$ cat config.mk
export PLATFORM = sky130hd
export DESIGN_NAME = play_core
export DESIGN_NICKNAME = d
export VERILOG_FILES = /design/src/rtl/play_core.sv
export SDC_FILE = /design/constraint.sdc
export NUM_CORES = 1
export LEC_CHECK = 0
export CORE_MARGIN = 4
export CORE_UTILIZATION = 46
export CTS_CLUSTER_SIZE = 16
export DETAILED_ROUTE_END_ITERATION = 8
export GPL_TIMING_DRIVEN = 0
export PLACE_DENSITY = 0.7
export SETUP_SLACK_MARGIN = 0.15
export SYNTH_ARGS = -nofsm -noshare
export SYNTH_HDL_FRONTEND = slang
export SYNTH_SLANG_ARGS = --single-unit
$ cat constraint.sdc
create_clock -name i_clk -period 4.72 [get_ports i_clk]
set_clock_uncertainty 0.1 [all_clocks]
set_input_delay 1.416 -clock i_clk [delete_from_list [all_inputs] [get_ports i_clk]]
set_output_delay 1.416 -clock i_clk [all_outputs]
set_load 0.01 [all_outputs]
$ cat src/rtl/play_core.sv
// play_core: streams one chunk of samples from word-addressed memory to the DAC, one per codec request.
// Optional build macro PLAY_LOOP_EN: replay the chunk from its base address until i_stop.
module play_core #(
    parameter int ADDR_W      = 23,
    parameter int DATA_W      = 16,
    parameter int CHUNK_WORDS = 1048576
) (
    input  logic              i_clk,
    input  logic              i_rst,
    input  logic              i_start,
    input  logic [ADDR_W-1:0] i_select,
    input  logic              i_pause,
    input  logic              i_stop,
    output logic              o_done,
    output logic              o_mem_req,
    output logic [ADDR_W-1:0] o_mem_addr,
    input  logic              i_mem_ack,
    input  logic [DATA_W-1:0] i_mem_rdata,
    input  logic              i_dac_req,
    output logic [DATA_W-1:0] o_dac_data,
    output logic              o_underrun
);

    localparam int              CNT_W     = ADDR_W + 1;
    localparam logic [CNT_W-1:0] CHUNK_LEN = CNT_W'(CHUNK_WORDS);

    typedef enum logic [2:0] {
        S_IDLE,
        S_FETCH,
        S_HOLD,
        S_DONE,
        S_RELEASE
    } state_t;

    state_t            state_q, state_d;
    logic [ADDR_W-1:0] addr_q, addr_d;
    logic [CNT_W-1:0]  cnt_q, cnt_d;
    logic [DATA_W-1:0] buf_q, buf_d;
    logic [DATA_W-1:0] dac_data_q, dac_data_d;
    logic              buf_full_q, buf_full_d;
    logic              mem_req_q, mem_req_d;
    logic              stop_pend_q, stop_pend_d;
    logic              done_q, done_d;
    logic              underrun_q, underrun_d;
`ifdef PLAY_LOOP_EN
    logic [ADDR_W-1:0] base_q, base_d;
`endif

    always_comb begin
        state_d     = state_q;
        addr_d      = addr_q;
        cnt_d       = cnt_q;
        buf_d       = buf_q;
        dac_data_d  = dac_data_q;
        buf_full_d  = buf_full_q;
        mem_req_d   = mem_req_q;
        stop_pend_d = stop_pend_q;
        underrun_d  = 1'b0;
`ifdef PLAY_LOOP_EN
        base_d      = base_q;
`endif
        unique case (state_q)
            S_IDLE: begin
                if (i_start) begin
                    addr_d      = i_select;
                    cnt_d       = '0;
                    buf_full_d  = 1'b0;
                    stop_pend_d = 1'b0;
                    state_d     = S_FETCH;
`ifdef PLAY_LOOP_EN
                    base_d      = i_select;
`endif
                end
            end
            S_FETCH: begin
                // An outstanding request is never withdrawn; a stop only marks its data for discard.
                if (mem_req_q) begin
                    if (i_stop) begin
                        stop_pend_d = 1'b1;
                    end
                    if (i_mem_ack) begin
                        mem_req_d = 1'b0;
                        if (i_stop || stop_pend_q) begin
                            dac_data_d = '0;
                            state_d    = S_DONE;
                        end else begin
                            buf_d      = i_mem_rdata;
                            buf_full_d = 1'b1;
                            addr_d     = addr_q + ADDR_W'(1);
                            cnt_d      = cnt_q + CNT_W'(1);
                            state_d    = S_HOLD;
                        end
                    end
                end else if (i_stop) begin
                    dac_data_d = '0;
                    state_d    = S_DONE;
                end else if (!i_pause) begin
                    mem_req_d = 1'b1;
                end
                if (i_dac_req && !buf_full_q && !i_pause && !i_stop && !stop_pend_q) begin
                    dac_data_d = '0;
                    underrun_d = 1'b1;
                end
            end
            S_HOLD: begin
                if (i_stop) begin
                    dac_data_d = '0;
                    state_d    = S_DONE;
                end else if (!i_pause && i_dac_req && buf_full_q) begin
                    dac_data_d = buf_q;
                    buf_full_d = 1'b0;
                    if (cnt_q < CHUNK_LEN) begin
                        state_d = S_FETCH;
                    end else begin
`ifdef PLAY_LOOP_EN
                        addr_d  = base_q;
                        cnt_d   = '0;
                        state_d = S_FETCH;
`else
                        state_d = S_DONE;
`endif
                    end
                end
            end
            S_DONE: begin
                dac_data_d  = '0;
                buf_full_d  = 1'b0;
                stop_pend_d = 1'b0;
                state_d     = S_RELEASE;
            end
            S_RELEASE: begin
                // Hold here until the control FSM lets go of i_start so it cannot retrigger.
                if (!i_start) begin
                    state_d = S_IDLE;
                end
            end
            default: state_d = S_IDLE;
        endcase
        done_d = (state_d == S_DONE);
    end

    always_ff @(posedge i_clk or posedge i_rst) begin
        if (i_rst) begin
            state_q     <= S_IDLE;
            addr_q      <= '0;
            cnt_q       <= '0;
            buf_q       <= '0;
            dac_data_q  <= '0;
            buf_full_q  <= 1'b0;
            mem_req_q   <= 1'b0;
            stop_pend_q <= 1'b0;
            done_q      <= 1'b0;
            underrun_q  <= 1'b0;
`ifdef PLAY_LOOP_EN
            base_q      <= '0;
`endif
        end else begin
            state_q     <= state_d;
            addr_q      <= addr_d;
            cnt_q       <= cnt_d;
            buf_q       <= buf_d;
            dac_data_q  <= dac_data_d;
            buf_full_q  <= buf_full_d;
            mem_req_q   <= mem_req_d;
            stop_pend_q <= stop_pend_d;
            done_q      <= done_d;
            underrun_q  <= underrun_d;
`ifdef PLAY_LOOP_EN
            base_q      <= base_d;
`endif
        end
    end

    assign o_done     = done_q;
    assign o_mem_req  = mem_req_q;
    assign o_mem_addr = addr_q;
    assign o_dac_data = dac_data_q;
    assign o_underrun = underrun_q;

endmodule

== Word level (Yosys, flattened, before mapping) ==
Index checks and enable logic that the tools add are counted.

* Bits in registers: 87
* Input port bits: 46

* Add/sub/neg operators: 2
* Order comparisons: 1
* Equality and inequality tests: 16
* Multiplexer cells: 44
* Bitwise operators: 1
* Reductions and logical operators: 21

{| class="wikitable"
|+ Operator list
! cell !! count
|-
| $mux 16 || 7
|-
| $mux 24 || 4
|-
| $mux 23 || 4
|-
| $pmux 16 s3 || 1
|-
| $pmux 24 s2 || 1
|-
| $pmux 23 s2 || 1
|-
| $add 24x1->24 const B || 1
|-
| $lt 24x21->1 const B || 1
|-
| $add 23x1->23 const B || 1
|-
| $mux 3 || 7
|-
| $mux 1 || 15
|-
| $pmux 3 s5 || 1
|-
| $ne 2x2->1 const B || 7
|-
| $ne 4x4->1 const B || 3
|-
| $reduce_and 5->1 || 2
|-
| $eq 3x2->1 const B || 3
|-
| $reduce_and 4->1 || 2
|-
| $reduce_and 7->1 || 1
|-
| $logic_and 1x1->1 || 6
|-
| $reduce_bool 3->1 || 2
|-
| $logic_not 1->1 || 4
|-
| $pmux 1 s4 || 1
|-
| $reduce_bool 4->1 || 1
|-
| $eq 3x1->1 const B || 1
|-
| 8 further kinds || 8
|}

== Logic depth before layout (Yosys ltp) ==
Gate-level depths: netlist of the first run.

* Depth in word-level cells: 7
* Depth in mapped cells: 8

== Worst setup path before layout of the first run ==
Ideal clock, no wire load.

* Path type: input to register
* Start point: input i_stop
* End point: register addr_q[5], in the netlist o_mem_addr[5]
* Library setup time: 83 ps
* Arrival: 2670 ps
* Slack: 1867 ps
* Stages: 6
* Buffers on the path: 1
* Path through: buf_2 -> and4bb_2 -> a21oi_2 -> or3_1 -> xor2_1 -> o21ai_0

* Word-level cells in the longest chain between the ends: 3

{| class="wikitable"
|+ Ends and longest elaborated chain
! what !! RTL line !! RTL
|-
| start: declaration || 13 || <nowiki>input logic i_stop,</nowiki>
|-
| $logic_or 1x1->1 || 83 || <nowiki>if (i_stop || stop_pend_q) begin</nowiki>
|-
| $ne 2x2->1 (no line) || - ||
|-
| $reduce_and 5->1 (no line) || - ||
|-
| end signal: assignment || 159 || <nowiki>addr_q <= addr_d;</nowiki>
|-
| end: declaration || 36 || <nowiki>logic [ADDR_W-1:0] addr_q, addr_d;</nowiki>
|}

Every way passes these cells.
A chain may end at the register's enable or synchronous reset.

== Worst setup path after layout of the first run ==
* Start point: input i_mem_ack
* End point: register addr_q[13], in the netlist o_mem_addr[13]

* Word-level cells in the longest chain between the ends: 2

{| class="wikitable"
|+ Ends and longest elaborated chain
! what !! RTL line !! RTL
|-
| start: declaration || 17 || <nowiki>input logic i_mem_ack,</nowiki>
|-
| $ne 2x2->1 (no line) || - ||
|-
| $reduce_and 5->1 (no line) || - ||
|}

Every way passes these cells.

==> out/metrics.yaml, run 1 <==
finalWirelength_um: 11400
worstHoldPathType: "reg2reg"
fp.dieH_um: 107
io_pins: 88
powerDensity_mw_per_mm2: 544
critPathKind: "in2reg"
worst_hold_path.num_cells: 2
place_area_sq_mm: 0.00552
synth_cell_type_count: 63
track_usage_pct: 20.9
synth.top_cells.by_count: "dfrtp_1 (87), nand2_1 (60), nor2_1 (44)"
grt_pass1_wl_um: 19100
via_per_inst: 5.60
die_area_sq_mm: 0.0114
fin_area_sq_mm: 0.00571
place_hpwl_um: 8130
clockBufferDepth: 2
ctsHoldBuffers: 0
slew_headroom_pct: 49.3
crit_fanout: 10
first_pass_iters: 4
rsz0062_at_grt: "false"
root_buffer: "clkbuf_8"
ys_seq_elements: 87
critPathArrivalTime_ns: 3.36
antenna_found_initial: 0
endpoint_kind: "register"
leakagePower_nw: 2.35
ir_drop_v: 0.000261
nets: 611
synthArstFlopShare_pct: 100
final_max_slew_viol_count: 0
synth-seq-area-share_pct: 48.7
synth_warnings: 0
synth_area_leaders: "dfrtp_1 (49%), nand2_1 (5.0%), mux2_2 (4.5%)"
clkTransAtPathRegs_ns: 0.10
fmax_mhz: 311
synth_edf_count: 0
synth_area_sq_mm: 0.00447
gp_congestion: 0.852
drive_gt1_share_pct: 12.1
initial_core_util_pct: 47.7
yosysMostFrequentCell: "dfrtp_1"
io_buffers: 86
fin_util_pct: 60.9
cts_tree: "done"
worstPathRequired_ns: 4.86
insertion_delay_ns: 0.37
synthCells: 465
diodes: 0
drtIter0Drc: 176
hold_viol: 0
h-tree-depth: 3
synth_top_area_share_pct: 48.7
areaGrowthSynthToFinish_pct: 27.7
rows: 35
cts_sinks: 87
vias: 3906
grt_pass1_vias: 3833
post_cts_resized: 0
drtAntennaViolNets: 0
period_share_pct: 68.2
wl_per_cell_um: 16.4
post_cts_buffers: 0
globalRouteOverflowTotal: 0
grt_start_max_net_pins: 51
synth_top_flop_cell: "dfrtp_1"
cts_made_buffers: 9
core-area_sq_mm: 0.00937
yosysTopAreaCell: "dfrtp_1"
drc_errors: 0
setup_violations: 0
worstSetupStartpointType: "input port"
r2r_cells: 5
synth_nets: 513
cap_violations: 0
die_x_um: 107
period_needed_ns: 3.22
synth.avg_cell_area_sq_um: 9.61
status: "complete, no violations"
tightest_slew_ns: 0.759
[cells in the final DEF, fill, tap and decap left out, types with 4 or more instances in the layout]
master           count
dfrtp_1             87
nor2b_1              5
nor3_1              13
clkdlybuf4s50_1     86
and3_1               8
xnor2_1              5
xor2_1              17
buf_4                5
nand2b_1             4
inv_6                4
o21ai_1              4
buf_6                4
nor4_1               4
a21oi_1             25
o21ai_0             31
nand3_1             23
and2_1               4
nor2_1              44
mux2_2              18
clkbuf_8             9
nand2_1             60
o22ai_1              6
buf_2                9
nand4_1             14
clkbuf_1             6
a31oi_1              6
[cell type report]
| class | count | area [sq um] |
|---|---|---|
| Tap cell | 129 | 161 |
| Timing Repair Buffer | 87 | 888 |
| Inverter | 4 | 17.5 |
| Clock buffer | 9 | 124 |
| Fill cell | 865 | 3660 |
| Multi-Input combinational cell | 345 | 2110 |
| Clock inverter | 7 | 61.3 |
| Sequential cell | 87 | 2180 |
| Buffer | 29 | 173 |
[worst max-delay path: stages]
cell and delay [ns]:
clkdlybuf4s50_1 0.48, and4bb_2 0.33, a21oi_2 0.45, clkbuf_1 0.48
o21ai_0 0.19
[through the flow]
step	power (W)	hold WS, ns	setup TNS, ns	cells	setup WS (ns)
after floorplan	0.00203	0.379	0	465	0.954
after global placement	0.00258	0.363	-40.24	680	-0.467
after detailed placement	0.00262	0.371	0	681	1.09
after CTS	0.00313	0.392	0	697	1.50
after global routing	0.00332	0.413	0	697	1.39
final	0.00311	0.387	0	697	1.50
[flip-flops by register name, indices dropped and copies added (netlist names)]
register	cells
o_dac_data	16
o_done	1
o_underrun	1
buf_q	16
buf_full_q	1
state_q	3
cnt_q	24
o_mem_addr	23
stop_pend_q	1
o_mem_req	1
[path summary, 6_finish.rpt]
| path | from | end | slack [ns] |
|---|---|---|---|
| setup / recovery | i_mem_ack | o_mem_addr[13] | 1.50 |
| hold / removal | o_dac_data[3] | o_dac_data[3] | 0.39 |
| setup reg to reg | o_mem_req | o_mem_addr[13] | 2.50 |
| hold reg to reg | o_dac_data[3] | o_dac_data[3] | 0.39 |
| max in group asynchronous | i_rst | state_q[2] | 2.57 |
| min in group asynchronous | i_rst | buf_q[8] | 1.33 |
[metal layers]
metal	vias to the layer above	global-route usage, %	wire (um)	share of wire [%]
met5	-	0	0	0
met4	0	7.03	150	1.3
met3	11	3.19	677	5.9
met2	127	33.5	5260	46
met1	1903	29.0	5340	47
li1	1865	-	-	-
[kinds of logic after synthesis]
| group | share of synthesized area [%] |
|---|---|
| AOI/OAI and AO/OA | 13.7 |
| DFF | 48.7 |
| and+or+nand+nor | 23.5 |
| buffers and inverters | 4.20 |
| xor gates and xnor gates | 4.31 |
| adders and majority gates | 0.560 |
| muxes | 4.98 |
[where the power goes]
part	internal, W	total, W	switching (W)
sequential	0.000961	0.00118	0.000217
combinational	0.000662	0.00143	0.000767
clock	0.000202	0.000500	0.000297
total	0.00182	0.00311	0.00128
(Power assumes the default switching activity.)
==> run 2: changes to the inputs <==
- clock period: 4.72 -> 3.1 ns (I/O delays scaled with it)
==> out/metrics.yaml, run 2 (synthesis gave the netlist of run 1 again) <==
setup_tns_ns: 0
fin_cells: 698
ir_drop_v: 0.000403
fin_area_sq_mm: 0.00576
grt_pass1_vias: 3931
drtIter0Drc: 244
initial_core_util_pct: 47.7
cap_violations: 0
seqPwrFrac_pct: 36.9
vias: 3884
r2r-start: "state_q[1]"
worstHoldPathType: "reg2reg"
areaGrowthSynthToFinish_pct: 28.9
endpoint_kind: "register"
ctsHoldBuffers: 0
drc_errors: 0
worstPathRequired_ns: 3.22
drive_gt1_share_pct: 12.3
setup_violations: 0
cts_tree: "done"
clockBufferDepth: 2
io_buffers: 86
grt_start_max_net_pins: 34
die_area_sq_mm: 0.0114
globalRouteOverflowTotal: 0
grt_pass1_wl_um: 19000
gp_congestion: 0.848
sw_frac_of_total_pct: 39.9
rrSetupSlack_ns: 0.90
first_pass_iters: 4
leakagePower_nw: 2.37
rows: 35
diodes: 0
fp.dieH_um: 107
h-tree-depth: 3
rsz0062_at_grt: "false"
nets: 612
crit_fanout: 10
dp.cells: 682
cts_sinks: 87
p_switching_w: 0.00195
antenna_found_initial: 0
place_hpwl_um: 8330
final_cell_mix: "dfrtp_1 (87), clkdlybuf4s50_1 (86), nand2_1 (60)"
cts_made_buffers: 9
post_cts_resized: 0
fin_util_pct: 61.5
critPathArrivalTime_ns: 2.79
p_comb_share_pct: 44.7
fmax_mhz: 374
slew_headroom_pct: 48.8
io_pins: 88
via_per_inst: 5.56
cellInternalPower_w: 0.00294
final_max_slew_viol_count: 0
post_cts_buffers: 0
period_needed_ns: 2.67
insertion_delay_ns: 0.36
wl_per_cell_um: 16.5
cp_slowest_cell: "clkdlybuf4s50_1"
place_ws_ns: 0.0371
endpoint: "o_mem_addr[9]"
track_usage_pct: 20.6
mostFrequentLayoutCell: "dfrtp_1"
p_clk_share_pct: 18.5
reg2reg_to: "o_dac_data[5]"
hold_viol: 0
tightest_slew_ns: 0.761
core-area_sq_mm: 0.00937
place_area_sq_mm: 0.00554
worstSetupStartpointType: "input port"
critPathKind: "in2reg"
finalWirelength_um: 11500
setup_slack_ns: 0.427
status: "complete, no violations"
r2r_cells: 7
top_register: "cnt_q"
drtAntennaViolNets: 0
clkTransAtPathRegs_ns: 0.09
path_cells: "clkdlybuf4s50_1 > and4bb_2 > a21oi_2 > clkbuf_1 > o21ai_0"
die_x_um: 107
powerDensity_mw_per_mm2: 847
max_stage_delay_ns: 0.47
startpoint: "i_mem_ack"
largest_reg_flops: 24
period_share_pct: 86.2
root_buffer: "clkbuf_8"
==> run 2: cell types whose count changed in the layout (fill, tap and decap cells not counted) <==
| cell | delta |
|---|---|
| buf_12 | +2 |
| bufinv_16 | +2 |
| buf_16 | -1 |
| clkinvlp_4 | +1 |
| inv_4 | -1 |
| inv_6 | -1 |
| inv_8 | -1 |
==> run 2: how the worst min path moves through the flow <==
stage	from	endpoint	slack, ns	depth (start not counted)
2_1_floorplan	buf_q[14]	buf_q[14]	0.38	1
3_5_place_dp	o_dac_data[13]	o_dac_data[13]	0.37	2
5_1_grt	o_dac_data[13]	o_dac_data[13]	0.42	2
3_3_place_gp	o_dac_data[8]	o_dac_data[8]	0.36	2
6_report	o_dac_data[11]	o_dac_data[11]	0.39	2
4_1_cts	o_dac_data[13]	o_dac_data[13]	0.39	2
==> run 2: power by group through the flow <==
stage / clock, W / sequential [W] / combinational [W]
after floorplan: 0 / 0.00182 / 0.00127
after CTS: 0.000923 / 0.00179 / 0.00219
final: 0.000902 / 0.00180 / 0.00218
after global routing: 0.000969 / 0.00185 / 0.00238
after detailed placement: 0 / 0.00181 / 0.00218
after global placement: 0 / 0.00180 / 0.00213
==> run 2: final cells by class <==
| cell class | instances | area [sq um] |
|---|---|---|
| plain buffers | 29 | 173 |
| clock buffers | 9 | 124 |
| clock inverters | 7 | 101 |
| fillers | 811 | 3610 |
| inverters | 4 | 18.8 |
| multi-input cells | 345 | 2110 |
| flip-flops and latches | 87 | 2180 |
| well taps | 129 | 161 |
| repair buffers | 88 | 901 |
==> run 2: per-stage QoR <==
step / hold slack [ns] / total power, W
after CTS: 0.393 / 0.00490
after global routing: 0.417 / 0.00520
after global placement: 0.362 / 0.00393
after floorplan: 0.379 / 0.00309
final: 0.386 / 0.00488
after detailed placement: 0.372 / 0.00398
==> run 2: metal layers <==
layer	up-vias	routed length [um]	part of all wire (%)	global-route usage, %
met5	-	0	0	0
met4	0	126	1.1	7.40
met3	12	666	5.8	3.25
met2	136	5450	47	33.2
met1	1876	5290	46	28.2
li1	1860	-	-	-
==> run 2: critical path, delay by kind of cell <==
family	cells	cell delay, ns
buffers and inverters	2	0.93
AOI/OAI and AO/OA	2	0.61
and+or+nand+nor	1	0.32
==> run 3: changes to the inputs <==
- CAP_MARGIN: default -> 20
==> out/metrics.yaml, run 3 (synthesis gave the netlist of run 1 again) <==
wl_per_cell_um: 16.5
nets: 612
min_to: "o_dac_data[11]"
via_per_inst: 5.56
period_share_pct: 86.2
post_cts_resized: 0
r2r_cells: 7
fp.dieH_um: 107
cts_made_buffers: 9
ir_drop_v: 0.000403
p_switching_w: 0.00195
finalPower_w: 0.00488
cts_tree: "done"
drtIter0Drc: 244
reg2reg_to: "o_dac_data[5]"
drc_errors: 0
gp_congestion: 0.848
die_x_um: 107
worstPathRequired_ns: 3.22
cellInternalPower_w: 0.00294
io_buffers: 86
grt_start_max_net_pins: 34
wl_met1_um: 5290
setup_violations: 0
die_area_sq_mm: 0.0114
period_needed_ns: 2.67
slew_headroom_pct: 48.8
tightest_slew_ns: 0.761
root_buffer: "clkbuf_8"
routed.top_layer: "met4"
hold_path.startpoint: "o_dac_data[11]"
finalWirelength_um: 11500
place_hpwl_um: 8330
first_pass_iters: 4
setup_slack_ns: 0.427
grt_pass1_vias: 3931
h-tree-depth: 3
status: "complete, no violations"
p_clk_share_pct: 18.5
endpoint_kind: "register"
track_usage_pct: 20.6
rows: 35
wl_met2_um: 5450
crit_fanout: 10
critical-path-top-delay-family: "buffers and inverters"
final_max_slew_viol_count: 0
critPathArrivalTime_ns: 2.79
r2r-start: "state_q[1]"
powerDensity_mw_per_mm2: 847
areaGrowthSynthToFinish_pct: 28.9
path_cells: "clkdlybuf4s50_1 > and4bb_2 > a21oi_2 > clkbuf_1 > o21ai_0"
sw_frac_of_total_pct: 39.9
worst_hold_path.num_cells: 2
diodes: 0
clockBufferDepth: 2
grt_pass1_wl_um: 19000
mostFrequentLayoutCell: "dfrtp_1"
drtAntennaViolNets: 0
p_comb_share_pct: 44.7
initial_core_util_pct: 47.7
antenna_found_initial: 0
cp_slowest_cell: "clkdlybuf4s50_1"
ctsHoldBuffers: 0
rsz0062_at_grt: "false"
max_stage_delay_ns: 0.47
worstHoldPathType: "reg2reg"
vias: 3884
top_register: "cnt_q"
cap_violations: 0
core-area_sq_mm: 0.00937
final_cell_mix: "dfrtp_1 (87), clkdlybuf4s50_1 (86), nand2_1 (60)"
cts_sinks: 87
largest_reg_flops: 24
place_ws_ns: 0.0371
rrSetupSlack_ns: 0.90
worstSetupStartpointType: "input port"
drive_gt1_share_pct: 12.3
clkTransAtPathRegs_ns: 0.09
leakagePower_nw: 2.37
fmax_mhz: 374
post_cts_buffers: 0
setup_tns_ns: 0
insertion_delay_ns: 0.36
cp_num_buf_inv: 2
seqPwrFrac_pct: 36.9
io_pins: 88
critPathKind: "in2reg"
route.met3.wl_um: 666
globalRouteOverflowTotal: 0
hold_viol: 0
-- run 3: cell counts in the layout (fill, tap and decap cells not counted) --
No cell type changed its count.
-- run 3: worst max path at each step --
stage / slack (ns) / cells after the start / from / end
final: 0.43 / 5 / i_mem_ack / o_mem_addr[9]
after global routing: 0.30 / 5 / i_mem_ack / o_mem_addr[13]
after CTS: 0.44 / 5 / i_mem_ack / o_mem_addr[9]
after detailed placement: 0.04 / 5 / i_mem_ack / o_mem_addr[9]
after global placement: 0.03 / 5 / i_mem_ack / o_mem_addr[9]
after floorplan: 0.73 / 6 / i_stop / o_mem_addr[5]
-- run 3: per-layer routing --
metal  vias to the layer above  track usage (%)
li1                       1860                -
met1                      1876             28.2
met2                       136             33.2
met3                        12             3.25
met4                         0             7.40
met5                         -                0
-- run 3: power by group through the flow --
stage / clock, W / sequential, W / combinational, W
6_report: 0.000902 / 0.00180 / 0.00218
5_1_grt: 0.000969 / 0.00185 / 0.00238
4_1_cts: 0.000923 / 0.00179 / 0.00219
3_5_place_dp: 0 / 0.00181 / 0.00218
3_3_place_gp: 0 / 0.00180 / 0.00213
2_1_floorplan: 0 / 0.00182 / 0.00127
-- run 3: stage by stage --
step	std cells	cell area [sq um]	util, %	hold WS (ns)
after floorplan	465	4470	-	0.379
after global placement	680	5500	58.7	0.362
after detailed placement	682	5540	59.1	0.372
after CTS	698	5760	61.5	0.393
after global routing	698	5760	61.5	0.417
final	698	5760	61.5	0.386
-- run 3: area by class of cell --
class                           instances  area (sq um)
Fill cell                             811          3610
Sequential cell                        87          2180
Multi-Input combinational cell        345          2110
Timing Repair Buffer                   88           901
Buffer                                 29           173
Tap cell                              129           161
Clock buffer                            9           124
Clock inverter                          7           101
Inverter                                4          18.8
-- run 3: worst register-to-register path, stage by stage (launching register included) --
cell,delay (ns)
dfrtp_1,0.34
buf_4,0.18
nor4b_2,0.65
a211oi_1,0.16
o21ai_1,0.24
buf_2,0.29
nand2_1,0.09
o21ai_0,0.08
